==> src/rtl/sfu_pkg.sv <==
// Shared widths, output mode encoding and signed clamp helper for the SFU accumulator bank.
package sfu_pkg;

  localparam int PSUM_BW_D = 16;
  localparam int ACC_BW_D  = 20;
  localparam int OUT_BW_D  = 16;
  localparam int NUM_CH_D  = 16;

  localparam logic MODE_PASS = 1'b0;
  localparam logic MODE_RELU = 1'b1;

  function automatic logic signed [63:0] clamp_s(
    input logic signed [63:0] v,
    input int                 w
  );
    logic signed [63:0] hi;
    logic signed [63:0] lo;
    hi = (64'sd1 <<< (w - 1)) - 64'sd1;
    lo = -(64'sd1 <<< (w - 1));
    if (v > hi) return hi;
    if (v < lo) return lo;
    return v;
  endfunction

endpackage

==> src/rtl/sfu_clamp.sv <==
// Output path: optional ReLU, then signed saturation from in_bw down to out_bw.
module sfu_clamp
  import sfu_pkg::*;
#(
  parameter int in_bw  = ACC_BW_D,
  parameter int out_bw = OUT_BW_D
) (
  input  logic signed [in_bw-1:0]  din,
  input  logic                     relu_en,
  output logic signed [out_bw-1:0] dout
);

  logic signed [63:0] ext;

  always_comb begin
    ext = 64'(din);
    if (relu_en == MODE_RELU && ext[63]) ext = '0;
    dout = out_bw'(clamp_s(ext, out_bw));
  end

endmodule

==> src/rtl/sfu_acc_bank.sv <==
// Per-channel signed accumulator bank with registered clamp/ReLU drain.
// Define SFU_ACC_SATURATE_EN for saturating accumulation with sticky ovf.
module sfu_acc_bank
  import sfu_pkg::*;
#(
  parameter int psum_bw = PSUM_BW_D,
  parameter int acc_bw  = ACC_BW_D,
  parameter int out_bw  = OUT_BW_D,
  parameter int num_ch  = NUM_CH_D,
  parameter int ptr_bw  = $clog2(num_ch)
) (
  input  logic                      clk,
  input  logic                      reset,
  input  logic signed [psum_bw-1:0] psum_in,
  input  logic                      valid,
  input  logic                      enable,
  input  logic                      out_en,
  input  logic                      relu_en,
  input  logic                      clr_on_rd,
  input  logic                      clr,
  output logic [out_bw-1:0]         psum_out,
  output logic                      out_valid,
  output logic [ptr_bw-1:0]         in_ptr_o,
  output logic                      ovf
);

  localparam logic [ptr_bw-1:0] LAST = ptr_bw'(num_ch - 1);

  logic signed [acc_bw-1:0] bank [num_ch];
  logic [ptr_bw-1:0]        in_ptr;
  logic [ptr_bw-1:0]        out_ptr;
  logic                     acc_go;
  logic                     same;
  logic signed [acc_bw-1:0] base;
  logic signed [acc_bw-1:0] nxt;
  logic signed [acc_bw-1:0] rd_val;
  logic signed [out_bw-1:0] clamp_out;

  assign in_ptr_o = in_ptr;

  // A clear-on-read of the entry being accumulated restarts it from zero.
  always_comb begin
    acc_go = valid & enable;
    same   = out_en & clr_on_rd & (in_ptr == out_ptr);
    base   = same ? '0 : bank[in_ptr];
    rd_val = bank[out_ptr];
  end

`ifdef SFU_ACC_SATURATE_EN
  logic signed [acc_bw:0] sum;
  logic                   sat_hit;

  always_comb begin
    sum     = (acc_bw+1)'(base) + (acc_bw+1)'(psum_in);
    nxt     = acc_bw'(clamp_s(64'(sum), acc_bw));
    sat_hit = sum[acc_bw] ^ sum[acc_bw-1];
  end

  always_ff @(posedge clk or posedge reset) begin
    if (reset)                 ovf <= 1'b0;
    else if (clr)              ovf <= 1'b0;
    else if (acc_go && sat_hit) ovf <= 1'b1;
  end
`else
  always_comb begin
    nxt = base + acc_bw'(psum_in);
  end

  assign ovf = 1'b0;
`endif

  sfu_clamp #(
    .in_bw  (acc_bw),
    .out_bw (out_bw)
  ) u_clamp (
    .din     (rd_val),
    .relu_en (relu_en),
    .dout    (clamp_out)
  );

  always_ff @(posedge clk or posedge reset) begin
    if (reset) begin
      for (int i = 0; i < num_ch; i++) bank[i] <= '0;
      in_ptr    <= '0;
      out_ptr   <= '0;
      psum_out  <= '0;
      out_valid <= 1'b0;
    end else if (clr) begin
      for (int i = 0; i < num_ch; i++) bank[i] <= '0;
      in_ptr    <= '0;
      out_ptr   <= '0;
      out_valid <= 1'b0;
    end else begin
      out_valid <= out_en;
      if (out_en) begin
        psum_out <= clamp_out;
        out_ptr  <= (out_ptr == LAST) ? '0 : out_ptr + 1'b1;
        if (clr_on_rd) bank[out_ptr] <= '0;
      end
      if (acc_go) begin
        bank[in_ptr] <= nxt;
        in_ptr       <= (in_ptr == LAST) ? '0 : in_ptr + 1'b1;
      end
    end
  end

endmodule

==> config.mk <==
export PLATFORM = sky130hd
export DESIGN_NAME = sfu_acc_bank
export DESIGN_NICKNAME = d
export VERILOG_FILES = /design/src/rtl/sfu_pkg.sv /design/src/rtl/sfu_clamp.sv /design/src/rtl/sfu_acc_bank.sv
export SDC_FILE = /design/constraint.sdc
export NUM_CORES = 1
export LEC_CHECK = 0
export BUFFER_PORTS_ARGS = -buffer_cell sky130_fd_sc_hd__buf_4
export CORE_MARGIN = 2
export CORE_UTILIZATION = 40
export CTS_CLUSTER_DIAMETER = 200
export DETAILED_ROUTE_END_ITERATION = 16
export HOLD_SLACK_MARGIN = 0.1
export PLACE_DENSITY = 0.66
export SLEW_MARGIN = 20
export SYNTH_ARGS = -nofsm -noshare
export SYNTH_HDL_FRONTEND = slang
export SYNTH_SLANG_ARGS = --single-unit
==> constraint.sdc <==
create_clock -name clk -period 29.1 [get_ports clk]
set_input_delay 4.365 -clock clk [delete_from_list [all_inputs] [get_ports clk]]
set_output_delay 4.365 -clock clk [all_outputs]
set_load 0.005 [all_outputs]
==> impl_metrics.env <==
export IMPL_track_usage=0.269
export IMPL_end_kind="register"
export IMPL_critical_path_max_fanout=31
export IMPL_max_freq_ghz=0.137
export IMPL_cts_root_buf="clkbuf_16"
export IMPL_cts_buffers=38
export IMPL_drive_above_1_share=0.220
export IMPL_h_tree_depth=2
export IMPL_start_util=0.405
export IMPL_clock_sinks=345
export IMPL_syn_area_per_cell_um2=10.9
export IMPL_yosys_warnings=0
export IMPL_hold_violations=0
export IMPL_layout_cells_non_filler=2588
export IMPL_fin_tns_setup_ns=0
export IMPL_fin_ws_ns=21.77
export IMPL_first_pass_iters=6
export IMPL_cts_tree="yes"
export IMPL_grt_use_met2=0.399
export IMPL_drt_wl_total_mm=75.1
export IMPL_nNetsFinal=1924
export IMPL_status="completed"
export IMPL_io_pins=46
export IMPL_synth_cell_types=62
export IMPL_cellPowerDensity_mw_per_mm2=49.8
export IMPL_dieArea_mm2=0.0551
export IMPL_cpPeakStageDelay_ns=0.66
export IMPL_grt_ovfl_total=0
export IMPL_use_met1=0.360
export IMPL_area_delta_synth_final_pct=10.4
export IMPL_crit_chain="buf_4 -> nand3_1 -> nor4_4 -> buf_4 -> nor2b_1 -> ha_1 -> a211oi_1 -> o21ai_1 -> a41oi_1 -> o21ai_0 -> a21oi_4 -> xnor2_1 -> a22o_1"
export IMPL_core_area_mm2=0.0526
export IMPL_slew_violations=0
export IMPL_dp_worst_setup_slack_ns=20.99
export IMPL_cp_slowest_cell="a21oi_4"
export IMPL_hold_class="reg2reg"
export IMPL_fin_crit_sh=0.252
export IMPL_max_cap_viol_count=0
export IMPL_holdBufCountCts=0
export IMPL_port_buffers=44
export IMPL_ant_nets=0
export IMPL_fp_dieH_um=235
export IMPL_peakVddDrop_uv=35.9
export IMPL_ys_seq_elements=345
export IMPL_finalSetupViolCount=0
export IMPL_cp_start_kind="input port"
export IMPL_syn_area_mm2=0.0213
export IMPL_die_x_um=235
export IMPL_clk_pin_slew_ns=0.06
export IMPL_fin_worst_skew_ns=0.0221
export IMPL_yosys_top_cells_area="dfrtp_1 41%, mux4_2 20%, a22oi_1 7.3%, nor2_1 6.1%, nand3b_1 3.9%"
export IMPL_synth_edf_count=0
export IMPL_tightest_slew_ns=1.09
export IMPL_netlist_instances=1957
export IMPL_fillCellCount=4768
export IMPL_yosysSeqAreaShare=0.406
export IMPL_timing_critical_path_mode_cell="buf_4"
export IMPL_antenna_found_initial=1
export IMPL_rsz0062_at_grt="false"
export IMPL_placementRows=84
export IMPL_cellLeakagePower_uw=0.00915
export IMPL_busiest_layer="met2"
export IMPL_cts_resized=0
export IMPL_synth_fp_nets=2009
export IMPL_grt_start_max_net_pins=141
export IMPL_vias_per_cell=6.85
export IMPL_grt_pass1_vias=17400
export IMPL_synthFlopType="dfrtp_1"
export IMPL_post_cts_buffers=0
export IMPL_slew_headroom=0.277
export IMPL_drt_iter0_markers=2276
export IMPL_grt_pass1_wl_mm=113
export IMPL_worst_ep_required_time_ns=29.52
export IMPL_cp_arrival_ns=7.75
export IMPL_dp_cells=2519
export IMPL_met3_usage=0.0735
export IMPL_layout_min_cycle_time_ns=7.33
export IMPL_insertion_delay_ns=0.56
export IMPL_async_flop_share=1.00
export IMPL_clock_path_buffers=3
export IMPL_drc=0
export IMPL_dpl_hpwl_mm=44.3
export IMPL_globalplace_congestion=0.873
export IMPL_yosys_area_top_type="dfrtp_1"
export IMPL_wl_per_cell_um=29.0
export IMPL_vias=17700
export IMPL_synth_top_area_frac=0.406
export IMPL_crit_type="in2reg"
final timing paths:
path                                          from             endpoint  slack (ns)  cells past startpoint
setup / recovery                            out_en  bank[311]$_DFF_PP0_       21.77                     13
hold / removal                  bank[39]$_DFF_PP0_   bank[39]$_DFF_PP0_        0.53                      2
setup reg to reg           in_ptr_o[0]$_DFFE_PP0P_  bank[311]$_DFF_PP0_       22.93                     13
hold reg to reg                 bank[39]$_DFF_PP0_   bank[39]$_DFF_PP0_        0.53                      2
max in group asynchronous                    reset  bank[122]$_DFF_PP0_       22.64                      5
min in group asynchronous                    reset   bank[34]$_DFF_PP0_        3.91                      2
per-layer routing:
layer	vias to the layer above	wire [um]
li1	7264	-
met1	9029	28600
met2	1164	33600
met3	282	8350
met4	0	4530
met5	-	0
synthesized netlist by cell type, types with 4 or more instances:
| cell | instances |
|---|---|
| mux2i_1 | 4 |
| ha_1 | 27 |
| a31oi_1 | 6 |
| nand3_1 | 34 |
| and2_1 | 5 |
| a21oi_1 | 36 |
| nor2_1 | 346 |
| or4_1 | 18 |
| dfrtp_1 | 345 |
| o221a_1 | 10 |
| nand2_1 | 132 |
| buf_2 | 27 |
| or2_2 | 9 |
| buf_4 | 5 |
| xor2_1 | 8 |
| xnor2_1 | 9 |
| mux4_2 | 189 |
| nor2b_1 | 27 |
| o211ai_1 | 4 |
| nand3b_1 | 110 |
| and3_1 | 15 |
| buf_6 | 4 |
| a211oi_1 | 4 |
| a21o_1 | 11 |
| o21ai_0 | 9 |
| nand2b_1 | 9 |
| o311ai_0 | 94 |
| a22oi_1 | 206 |
| mux4_1 | 8 |
| nor3_1 | 4 |
| o221a_2 | 5 |
| inv_1 | 9 |
| buf_1 | 16 |
| clkbuf_1 | 174 |
metrics by stage:
stage	cell area (um^2)	power [uW]	hold slack [ns]	utilization
finish	23500	1170	0.534	0.447
global placement	22100	646	0.504	0.420
detailed placement	22100	650	0.514	0.421
CTS	23400	1170	0.533	0.446
floorplan	21300	600	0.486	-
global route	23500	1200	0.554	0.447
power by group:
part / switching, uW / leakage [uW] / total [uW] / internal (uW)
Clock: 214 / 0.000655 / 526 / 312
Combinational: 94.9 / 0.00373 / 146 / 51.1
Sequential: 11.2 / 0.00476 / 498 / 487
Total: 320 / 0.00915 / 1170 / 851
cells by family after synthesis:
family                     synth area share
and+or+nand+nor                       0.161
AOI/OAI and AO/OA                     0.149
DFF                                   0.406
buffers and inverters                0.0465
muxes                                 0.213
adders and majority gates            0.0168
xor gates and xnor gates            0.00700
other                              0.000176
critical path: cells and delay by family:
| kind | cells | cell delay (ns) |
|---|---|---|
| buffers and inverters | 2 | 0.44 |
| adders and majority gates | 1 | 0.31 |
| xor gates and xnor gates | 1 | 0.14 |
| AOI/OAI and AO/OA | 6 | 2.07 |
| and+or+nand+nor | 3 | 0.40 |
flip-flops by register name, summed over array words and instances (netlist names):
signal	flops
psum_out	16
in_ptr_o	4
out_valid	1
bank	320
out_ptr	4
placed cells by master, fill, tap and decap left out, types with 10 or more instances in the layout:
cell	Yosys	layout
a21oi_1	36	20
nor2b_1	27	27
a21o_1	11	11
buf_4	5	100
clkbuf_16	0	39
or4_1	18	18
a21oi_2	0	13
and3_1	15	15
nor2_1	346	346
a22oi_1	206	206
o221a_1	10	10
mux4_2	189	189
nand3b_1	110	110
ha_1	27	27
dfrtp_1	345	337
nand2_1	132	132
nand3_1	34	34
o311ai_0	94	94
cell type report:
class	instances	area, um^2	area share
diodes	1	2.50	0.000106
clock buffers	50	1110	0.0471
clock inverters	17	221	0.00942
inverters	9	41.3	0.00176
multi-input cells	1375	11800	0.503
flip-flops and latches	345	8650	0.368
well taps	688	861	0.0366
repair buffers	103	805	0.0342
(Power assumes the default switching activity.)
